`config.mk`:
```
export PLATFORM = sky130hd
export DESIGN_NAME = ro_puf_engine
export DESIGN_NICKNAME = d
export VERILOG_FILES = /design/src/rtl/ro_puf_engine.sv
export SDC_FILE = /design/constraint.sdc
export NUM_CORES = 1
export LEC_CHECK = 0
export ABC_AREA = 1
export BUFFER_PORTS_ARGS = -buffer_cell sky130_fd_sc_hd__buf_2
export CORE_MARGIN = 5
export CORE_UTILIZATION = 40
export CTS_CLUSTER_DIAMETER = 200
export DETAILED_ROUTE_END_ITERATION = 7
export PLACE_DENSITY = 0.58
export SYNTH_ARGS = -nofsm -noshare
export SYNTH_HDL_FRONTEND = slang
export SYNTH_SLANG_ARGS = --single-unit
```
`constraint.sdc`:
```
create_clock -name clock -period 3.9 [get_ports clock]
set_input_delay 0.39 -clock clock [delete_from_list [all_inputs] [get_ports clock]]
set_output_delay 0.39 -clock clock [all_outputs]
set_load 0.03 [all_outputs]
```
`src/rtl/ro_puf_engine.sv`:
```
// rtl/ro_puf_engine.sv - ring-oscillator PUF evaluator using counting windows
// Per response bit: select one oscillator per bank, count edges over a window, compare.
module ro_puf_engine #(
  parameter int NUM_RO    = 16,
  parameter int SEL_W     = 4,
  parameter int RESP_BITS = 8,
  parameter int CNT_W     = 16,
  parameter int WINDOW    = 1024,
  parameter int SETTLE    = 16,
  parameter int MARGIN    = 4
) (
  input  logic                         clock,
  input  logic                         reset,
  input  logic                         start,
  input  logic [RESP_BITS*2*SEL_W-1:0] challenge,
  input  logic [2*NUM_RO-1:0]          ro_in,
  output logic                         ro_enable,
  output logic                         busy,
  output logic                         done,
  output logic [RESP_BITS-1:0]         response,
  output logic [RESP_BITS-1:0]         unstable
);
  localparam int TMAX  = (WINDOW > SETTLE) ? WINDOW : SETTLE;
  localparam int TMR_W = $clog2(TMAX + 1);
  localparam int BIT_W = (RESP_BITS > 1) ? $clog2(RESP_BITS) : 1;
  localparam int CH_W  = RESP_BITS * 2 * SEL_W;

  localparam logic [TMR_W-1:0] SETTLE_LAST = TMR_W'(SETTLE - 1);
  localparam logic [TMR_W-1:0] WINDOW_LAST = TMR_W'(WINDOW - 1);
  localparam logic [BIT_W-1:0] BIT_LAST    = BIT_W'(RESP_BITS - 1);
  localparam logic [CNT_W-1:0] CNT_MAX     = {CNT_W{1'b1}};
  localparam logic [CNT_W:0]   MARGIN_X    = (CNT_W + 1)'(MARGIN);

  typedef enum logic [2:0] {
    ST_IDLE,
    ST_SETTLE,
    ST_COUNT,
    ST_COMPARE,
    ST_DONE
  } state_t;

  state_t               state_q, state_d;
  logic [TMR_W-1:0]     timer_q, timer_d;
  logic [BIT_W-1:0]     bit_idx_q, bit_idx_d;
  logic [CH_W-1:0]      chal_q, chal_d;
  logic [CNT_W-1:0]     count_a_q, count_a_d;
  logic [CNT_W-1:0]     count_b_q, count_b_d;
  logic [RESP_BITS-1:0] resp_q, resp_d;
  logic [RESP_BITS-1:0] unst_q, unst_d;
  logic [2:0]           sync_a_q, sync_a_d;
  logic [2:0]           sync_b_q, sync_b_d;

  logic [SEL_W-1:0]  sel_a, sel_b;
  logic [NUM_RO-1:0] bank_a, bank_b;
  logic              pulse_a, pulse_b;
  logic [CNT_W:0]    cnt_a_x, cnt_b_x, abs_diff;
  logic              a_gt_b, near;

  always_comb begin
    sel_a = '0;
    sel_b = '0;
    for (int i = 0; i < RESP_BITS; i++) begin
      if (bit_idx_q == BIT_W'(i)) begin
        sel_a = chal_q[i*2*SEL_W +: SEL_W];
        sel_b = chal_q[i*2*SEL_W+SEL_W +: SEL_W];
      end
    end
  end

  assign bank_a = ro_in[NUM_RO-1:0];
  assign bank_b = ro_in[2*NUM_RO-1:NUM_RO];

  // Bits [1:0] form the two-flop synchronizer; bit 2 is the previous synchronized value.
  assign sync_a_d = {sync_a_q[1:0], bank_a[sel_a]};
  assign sync_b_d = {sync_b_q[1:0], bank_b[sel_b]};
  assign pulse_a  = sync_a_q[1] & ~sync_a_q[2];
  assign pulse_b  = sync_b_q[1] & ~sync_b_q[2];

  assign cnt_a_x  = {1'b0, count_a_q};
  assign cnt_b_x  = {1'b0, count_b_q};
  assign a_gt_b   = count_a_q > count_b_q;
  assign abs_diff = a_gt_b ? (cnt_a_x - cnt_b_x) : (cnt_b_x - cnt_a_x);
  assign near     = abs_diff < MARGIN_X;

  always_comb begin
    state_d   = state_q;
    timer_d   = timer_q;
    bit_idx_d = bit_idx_q;
    chal_d    = chal_q;
    count_a_d = count_a_q;
    count_b_d = count_b_q;
    resp_d    = resp_q;
    unst_d    = unst_q;
    case (state_q)
      ST_IDLE: begin
        if (start) begin
          state_d   = ST_SETTLE;
          timer_d   = '0;
          bit_idx_d = '0;
          chal_d    = challenge;
          resp_d    = '0;
          unst_d    = '0;
        end
      end
      ST_SETTLE: begin
        timer_d = timer_q + 1'b1;
        if (timer_q == SETTLE_LAST) begin
          state_d   = ST_COUNT;
          timer_d   = '0;
          count_a_d = '0;
          count_b_d = '0;
        end
      end
      ST_COUNT: begin
        timer_d = timer_q + 1'b1;
        if (pulse_a && (count_a_q != CNT_MAX)) count_a_d = count_a_q + 1'b1;
        if (pulse_b && (count_b_q != CNT_MAX)) count_b_d = count_b_q + 1'b1;
        if (timer_q == WINDOW_LAST) begin
          state_d = ST_COMPARE;
          timer_d = '0;
        end
      end
      ST_COMPARE: begin
        for (int i = 0; i < RESP_BITS; i++) begin
          if (bit_idx_q == BIT_W'(i)) begin
            resp_d[i] = a_gt_b;
            unst_d[i] = near;
          end
        end
        if (bit_idx_q == BIT_LAST) begin
          state_d = ST_DONE;
        end else begin
          state_d   = ST_SETTLE;
          bit_idx_d = bit_idx_q + 1'b1;
        end
      end
      ST_DONE: state_d = ST_IDLE;
      default: state_d = ST_IDLE;
    endcase
  end

  always_ff @(posedge clock or posedge reset) begin
    if (reset) begin
      state_q   <= ST_IDLE;
      timer_q   <= '0;
      bit_idx_q <= '0;
      chal_q    <= '0;
      count_a_q <= '0;
      count_b_q <= '0;
      resp_q    <= '0;
      unst_q    <= '0;
      sync_a_q  <= '0;
      sync_b_q  <= '0;
    end else begin
      state_q   <= state_d;
      timer_q   <= timer_d;
      bit_idx_q <= bit_idx_d;
      chal_q    <= chal_d;
      count_a_q <= count_a_d;
      count_b_q <= count_b_d;
      resp_q    <= resp_d;
      unst_q    <= unst_d;
      sync_a_q  <= sync_a_d;
      sync_b_q  <= sync_b_d;
    end
  end

  assign busy      = (state_q == ST_SETTLE) || (state_q == ST_COUNT) || (state_q == ST_COMPARE);
  assign ro_enable = busy;
  assign done      = (state_q == ST_DONE);
  assign response  = resp_q;
  assign unstable  = unst_q;

endmodule

```
* Word-level counts from Yosys, hierarchy flattened
Cells that the tools add are included.
** Storage, ports and cells
- Word-level logic and storage cells :: 147
- Output and inout port bits :: 19
- Input bits :: 99
- Flip-flop bits (word level) :: 135
** Cells by class
- Magnitude comparators :: 4
- Bitwise logic cells :: 4
- Equality and inequality tests :: 29
- Mux-type cells :: 57
- Reduce and logical (&&, ||, !) cells :: 23
- Add/sub/neg operators :: 6
** Operators by type and width (count)
- 4-bit 2-to-1 mux :: 16
- 16-bit case mux with 2 select lines :: 2
- 16-bit 2-to-1 mux :: 3
- 3-bit AND reduction :: 12
- 16-bit by 16-bit subtractor with 17-bit output :: 2
- 11-bit 2-to-1 mux :: 3
- 11-bit case mux with 3 select lines :: 1
- 16-bit by 1-bit adder with 16-bit output, second input constant :: 2
- 16-bit != test, second input constant :: 2
- 8-bit case mux with 2 select lines :: 2
- 2-bit != test, second input constant :: 14
- 1-bit 2-to-1 mux :: 18
- 3-bit 2-to-1 mux :: 6
- 17-bit by 3-bit less-than comparator with 1-bit output, second input constant :: 1
- 17-bit 2-to-1 mux :: 1
- 16-bit greater-than comparator :: 1
- 3-bit == test, second input constant :: 5
- 3-bit by 2-bit == test with 1-bit output, second input constant :: 4
- 3-bit case mux with 4 select lines :: 1
- 11-bit by 1-bit adder with 11-bit output, second input constant :: 1
- 11-bit by 10-bit == test with 1-bit output, second input constant :: 1
- 11-bit by 4-bit == test with 1-bit output, second input constant :: 1
- 4-bit by 5-bit less-than comparator with 1-bit output, second input constant :: 2
- 1-bit binary-select mux with 4-bit select :: 2
- other kinds (12) :: 20

* Longest topological paths before layout
Gate-level depths: netlist (run 1).
- Depth in word-level cells :: 11
- Gate-level depth with buffers :: 20
- Depth with buffers taken out :: 20

* Worst setup path after synthesis (run 1)
Ideal clock, no wire load.
- Path type :: register to register
- Start point :: register count_a_q[10]
- End point :: register unst_q[7] (netlist: unstable[7])
- Data arrival time :: 2.272 ns
- Setup slack :: 1.562 ns
- Setup time :: 0.066 ns
- Period minus slack after synthesis :: 2.338 ns
- Data required time :: 3.834 ns
- Buffers on the path :: 1
- Stages on the path, launching flop included :: 17
- Cell sequence :: dfrtp_1 inv_1 ha_1 nand2_2 inv_1 nand2_1 nand2_1 a21oi_4 nand2_8 nand2_4 buf_6 nand2_1 nand2_1 nand3b_1 nor2_4 nand4_1 nand2_1
** Between the ends
- Word-level cells in the longest chain between the ends :: 5
- Elaborated cells between the ends (all ways) :: 7
- Those cells by class :: add/sub: 2; order compare: 2; mux: 3
** Ends and longest elaborated chain
- from (decl) :: RTL line 46 : logic [CNT_W-1:0] count_a_q, count_a_d;
- from (signal assigned) :: RTL line 159 : count_a_q <= count_a_d;
- 16-bit by 16-bit subtractor with 17-bit output / 16-bit greater-than comparator (equally long branches) :: RTL line 82, 81
- 17-bit 2-to-1 mux (*) :: RTL line 82 : assign abs_diff = a_gt_b ? (cnt_a_x - cnt_b_x) : (cnt_b_x - cnt_a_x);
- 17-bit by 3-bit less-than comparator with 1-bit output (*) :: RTL line 83 : assign near = abs_diff < MARGIN_X;
- 1-bit 2-to-1 mux (*) :: RTL line 125 : if (bit_idx_q == BIT_W'(i)) begin
- 8-bit case mux with 2 select lines (*) :: RTL line 94 : case (state_q)
- to (signal assigned) :: RTL line 162 : unst_q <= unst_d;
- to (decl) :: RTL line 49 : logic [RESP_BITS-1:0] unst_q, unst_d;
Mark *: on every way between the ends. The rest lies on a longest branch, timed or not. The select of a mux whose other input is x is not followed.
A chain may end at the register's enable or synchronous reset.

* Final worst setup path (run 1)
- Start point :: register count_a_q[13]
- End point :: register unst_q[6] (netlist: unstable[6])
Same word-level chain as after synthesis.

==> results of run 1 <==
## per-layer routing
metal	track usage, %	up-vias	routed length (um)
met5	0	-	0
met4	5.31	0	461
met3	4.44	39	1260
met2	31.6	174	11700
met1	24.7	3929	11300
li1	-	4544	-
## metrics by stage
stage | hold slack, ps | instances | total power [W] | area (um2)
after floorplan | 331 | 1379 | 0.00147 | 9270
after global placement | 336 | 1756 | 0.00153 | 10100
after detailed placement | 338 | 1756 | 0.00153 | 10100
after CTS | 148 | 1787 | 0.00326 | 10800
after global routing | 150 | 1787 | 0.00333 | 10800
final | 165 | 1787 | 0.00322 | 10800
## tightest hold or removal path, cell delays in order
cell	delay [ps]
buf_2	70
nand2_1	40
nand2_1	40
## cells in the final DEF (no fill, tap or decap), types with 3 or more instances in the layout
| cell type | count |
|---|---|
| a21oi_1 | 44 |
| nor4_1 | 8 |
| buf_4 | 5 |
| nand3_1 | 103 |
| xor2_1 | 21 |
| buf_2 | 117 |
| ha_1 | 41 |
| nor2_2 | 5 |
| dfrtp_1 | 135 |
| clkbuf_16 | 17 |
| nor2_1 | 80 |
| nand4_1 | 19 |
| inv_1 | 184 |
| o21ai_0 | 52 |
| nor3b_1 | 4 |
| clkbuf_8 | 3 |
| nand2_1 | 544 |
| o211ai_1 | 4 |
| clkinv_1 | 3 |
| clkinvlp_4 | 3 |
| nor2_4 | 6 |
| or2_2 | 6 |
| nand3b_1 | 15 |
| nor3_1 | 20 |
| bufinv_16 | 4 |
| nand2_2 | 15 |
| inv_2 | 5 |
| o31ai_1 | 7 |
## final cells by class
type	instances	area (um2)	share of cell area, %
repair buffers	123	643	5.97
clock buffers	20	467	4.34
flip-flops and latches	135	3380	31.4
multi-input cells	1020	5020	46.6
well taps	285	357	3.31
clock inverters	11	171	1.59
inverters	193	728	6.76
## state kept, by name, indices dropped and copies added (netlist names)
signal / cells
count_b_q: 16
state_q: 3
chal_q: 64
unstable: 8
bit_idx_q: 3
count_a_q: 16
sync_a_q: 3
response: 8
sync_b_q: 3
timer_q: 11
## kinds of logic (layout without fill, tap and decap cells)
kind of cell               count (synthesis)  after routing  synth area share, %
buffers and inverters                    224            347                 9.36
adders and majority gates                 41             41                 5.54
DFF                                      135            135                 36.5
and+or+nand+nor                          835            835                 39.0
AOI/OAI and AO/OA                        123            123                 7.62
xor gates and xnor gates                  21             21                 1.99
## path summary, 6_finish.rpt
path	slack, ps	cells past startpoint	to
worst max-delay path	1120	13	unstable[6]
worst min-delay path	170	3	chal_q[16]
worst max register to register	1120	13	unstable[6]
worst min register to register	350	0	sync_b_q[1]
max in group asynchronous	3160	3	unstable[5]
min in group asynchronous	200	3	response[2]
## report_power, final
group          total [W]  internal (W)  switching, W
clock network    0.00172       0.00112      0.000602
registers        0.00141       0.00140    0.00000118
logic          0.0000935     0.0000440     0.0000495
==> flow_metrics.tcl, run 1 <==
set metrics [dict create \
    status "completed" \
    cts_root_buf "clkbuf_16" \
    synth_top_cell_by_area "dfrtp_1" \
    synth_flop_cell "dfrtp_1" \
    start_util_pct 40.8 \
    vias 8686 \
    die_y_um 162 \
    htree_levels 4 \
    arrival_ps 3130 \
    cp_slowest_cell "ha_1" \
    areaGrowthSynthToFinish_pct 16.2 \
    cts_tree "yes" \
    drt-wirelength-per-cell_um 13.8 \
    power_density_mw_per_mm2 299 \
    min_from "challenge[16]" \
    cp_top_family "simple AND/OR/NAND/NOR gates" \
    synth.avg_cell_area_um2 6.72 \
    clock_latency_ps 410 \
    fillCellCount 2364 \
    fin_tns_setup_ps 0 \
    syn-num-nets 1519 \
    clk_pin_slew_ps 60 \
    maxSlewViolCount 0 \
    timing.final.crit_share_pct 71.3 \
    utilization_pct 47.4 \
    rsz0062_at_grt "no" \
    nets 1630 \
    post-route-min-period_ps 2780 \
    fin_ws_ps 1120 \
    track_usage_pct 18.9 \
    path_buf_inv 1 \
    grt_pass1_wl_um 40600 \
    maxClockFrequency_mhz 360 \
    viasPerCell 4.86 \
    ys_seq_area_share_pct 36.5 \
    synth-async-reset-ratio_pct 100 \
    clock_path_buffers 2 \
    finalWeightedCongestion 0.886 \
    ys.warnings.count 0 \
    dr.pass1.iters 6 \
    timing.slew.headroom_pct 51.7 \
    ant_nets 0 \
    drt_drc_violations_left 0 \
    drive_above_1_share_pct 13.4 \
    post-place-ws_ps 1130 \
    yosys-top-cells-area "dfrtp_1 (36%), nand2_1 (22%), inv_1 (7.5%), nand3_1 (5.6%), ha_1 (5.5%)" \
    drtIter0Drc 521 \
    cp_max_fo 15 \
    power_leakage_nw 6.15 \
    slowest_delay_ps 470 \
    die_area_mm2 0.0263 \
    synth_top_cells_by_count "nand2_1 (545), inv_1 (186), dfrtp_1 (135)" \
    synth_edf_count 0 \
    setup_viol 0 \
    yosysMostFrequentCell "nand2_1" \
    postCtsSetupBuffers 0 \
    worstSetupStartpoint "count_a_q[13]" \
    syn_inst 1379 \
    synth.top_cell.area_share_pct 36.5 \
    top_level_ports 118 \
    ys_ff_latch 135 \
    hold_viol 0 \
    ys_types 48 \
    worst_clock_skew_ps 5.99 \
    cts_buffers 17 \
    grt_max_degree 136 \
    path_class "flop to flop" \
    irDropWorstVdd_mv 0.304 \
    required_ps 4250 \
    start_kind "flop" \
    antenna_found_initial 0 \
    hpwl_um 19000 \
    netlist_area_mm2 0.00926 \
    postCtsResizedCells 0 \
    portBuffers 117 \
    diodes 0 \
    maxCapViolations 0 \
    hold_path_class "input pin to flop" \
    cp-end-kind "flop" \
    dieWidth_um 162 \
    cts_sinks 135 \
    worst_pin_slew_ps 724 \
    core_mm2 0.0227 \
    grt_pass1_vias 8288 \
    cpMostUsedCell "nand2_1" \
    hold_buffers 0 \
    rr_startpoint "count_a_q[13]" \
    grt-ovfl-total 0 \
    wirelength_um 24700 \
    path_cells "inv_1, ha_1, a21oi_2, o21ai_0, a21oi_4, nand2_8, nand2_4, nand2_1, nand2_1, nand3b_1, nor2_4, nand4_1, nand2_1" \
    row_count 55 \
]
No activity file was read; power rests on OpenSTA's default activity.
==> run 2: changes to the inputs <==
==> constraint.sdc (replaced) <==
create_clock -name clock -period 2.3 [get_ports clock]
set_input_delay 0.23 -clock clock [delete_from_list [all_inputs] [get_ports clock]]
set_output_delay 0.23 -clock clock [all_outputs]
set_load 0.03 [all_outputs]
==> run 2 against run 1 <==
The run now ends with negative setup slack left. Clock skew is 1.2 ps higher. Register-to-register slack worse by 1200 ps. Via count is 8.5% higher. Critical path depth is 3 higher. Clock power is 55% higher. Clock-buffer cell count is 1 lower. Utilization is 9.6 points higher. Die area stayed put. Non-clock buffer count is 194 higher. Routed wire length is 9.0% higher. Total power is 62% higher.
==> flow_metrics.tcl, run 2 (same netlist as run 1, synthesis figures left out) <==
set metrics [dict create \
    status "finished, violations left" \
    violations "negative setup slack" \
    cp-end-kind "flop" \
    path_cells "inv_2, ha_4, buf_4, nand2_1, nand2_2, a21oi_2, nand2_2, buf_4, xor2_1, nand2_2, nand2_1, nor2_1, nand2_1, nor2_4, nand4_1, nand2_1" \
    ant_nets 0 \
    fin_cells 1983 \
    drive_above_1_share_pct 30.7 \
    irDropWorstVdd_mv 0.462 \
    regMostFlops "chal_q" \
    dieWidth_um 162 \
    cp_max_fo 8 \
    cp_top_family "simple AND/OR/NAND/NOR gates" \
    regArea_mm2 0.00339 \
    maxCapViolations 0 \
    row_count 55 \
    multiInputGateArea_mm2 0.00565 \
    nets 1826 \
    fillCellCount 2186 \
    dr.pass1.iters 5 \
    layout_commonest_cell "nand2_1" \
    wirelength_um 26900 \
    largest_register_ffs 64 \
    timing.final.crit_share_pct 104 \
    rr_startpoint "count_a_q[6]" \
    clock_latency_ps 410 \
    diodes 0 \
    fin_ws_ps -89.1 \
    maxClockFrequency_mhz 419 \
    setup_viol 8 \
    cts_sinks 135 \
    cpMostUsedCell "nand2_1" \
    drt_drc_violations_left 0 \
    worstSetupStartpoint "count_a_q[6]" \
    areaGrowthSynthToFinish_pct 39.8 \
    grt-ovfl-total 0 \
    htree_levels 4 \
    power_leakage_nw 7.16 \
    start_util_pct 40.8 \
    worst_pin_slew_ps 643 \
    grt_pass1_wl_um 43800 \
    cts_buffers 17 \
    grt_max_degree 74 \
    final_cell_area_mm2 0.0130 \
    rsz0062_at_grt "yes" \
    power_density_mw_per_mm2 403 \
    path_class "flop to flop" \
    whs_ps 11.9 \
    cts_tree "yes" \
    required_ps 2640 \
    track_usage_pct 20.3 \
    cts_root_buf "clkbuf_16" \
    drt-wirelength-per-cell_um 13.6 \
    die_y_um 162 \
    antenna_found_initial 0 \
    fin_tns_setup_ps -616 \
    post-place-cells 1913 \
    core_mm2 0.0227 \
    top_level_ports 118 \
    slowest_delay_ps 390 \
    clock_path_buffers 2 \
    drtIter0Drc 495 \
    hpwl_um 20500 \
    maxSlewViolCount 0 \
    finalWeightedCongestion 0.870 \
    viasPerCell 4.75 \
    hold_viol 0 \
    worst_clock_skew_ps 7.20 \
    path_buf_inv 3 \
    hold_path_class "input pin to flop" \
    timing.slew.headroom_pct 57.2 \
    vias 9421 \
    die_area_mm2 0.0263 \
    post-route-min-period_ps 2390 \
    placed_area_mm2 0.0114 \
    final_cell_mix "nand2_1 (505), buf_4 (173), inv_1 (164)" \
    portBuffers 117 \
    reg_top3 "chal_q: 64 flops, count_a_q: 16 flops, count_b_q: 16 flops" \
    start_kind "flop" \
    cp_slowest_cell "dfrtp_1" \
    arrival_ps 2730 \
    clk_pin_slew_ps 60 \
    grt_pass1_vias 9212 \
    min_from "challenge[57]" \
]
==> run 2: final timing paths <==
check	endpoint	slack, ps	cells after the start
worst max register to register	unstable[5]	-90	16
min in group asynchronous	timer_q[0]	480	4
max in group asynchronous	count_b_q[14]	1420	4
worst min register to register	sync_b_q[1]	350	0
worst min-delay path	chal_q[57]	10	3
worst max-delay path	unstable[5]	-90	16
==> run 2: per-layer routing <==
| metal | part of all wire (%) | track usage (%) | routed length, um | vias to the layer above |
|---|---|---|---|---|
| li1 | - | - | - | 4951 |
| met1 | 45 | 25.7 | 12100 | 4285 |
| met2 | 50 | 36.1 | 13400 | 162 |
| met3 | 4.0 | 3.83 | 1070 | 23 |
| met4 | 1.4 | 4.73 | 371 | 0 |
| met5 | 0 | 0 | 0 | - |
==> run 2: cell type report <==
cell class              count  area share (%)
multi-input cells        1022            43.6
flip-flops and latches    135            26.1
repair buffers            317            17.4
inverters                 193            5.64
clock buffers              19            3.50
well taps                 285            2.75
clock inverters            12           0.985
==> run 2: worst reg2reg max path, cell delays in order, from the launching register on <==
cell     delay [ps]
dfrtp_1         390
inv_2            90
ha_4            230
buf_4           140
nand2_1          70
nand2_2          90
a21oi_2         160
nand2_2         120
buf_4           150
xor2_1          150
nand2_2          60
nand2_1          40
nor2_1           90
nand2_1          90
nor2_4          250
nand4_1         130
nand2_1          80
==> run 2: where the power goes <==
group | internal [W] | switching, W | total, W
combinational | 0.0000839 | 0.0000861 | 0.000170
sequential | 0.00238 | 0.00000170 | 0.00238
clock | 0.00164 | 0.00102 | 0.00266
total | 0.00411 | 0.00111 | 0.00521
==> run 2: repair_timing <==
action | CTS | global route
cloned | 2 | 1
hold buffers | 5 | 0
setup endpoints to repair | 18 | 34
pin swaps | 44 | 57
resized for setup | 97 | 78
setup buffers | 17 | 14
hold endpoints to repair | 132 | 0
==> run 2: through the flow <==
stage | util, % | power [W] | setup slack, ps
final | 57.0 | 0.00521 | -89.1
after global routing | 57.0 | 0.00540 | -241
after CTS | 55.5 | 0.00527 | -21.8
after detailed placement | 50.2 | 0.00259 | -203
after global placement | 50.2 | 0.00259 | -147
after floorplan | - | 0.00248 | 7.32
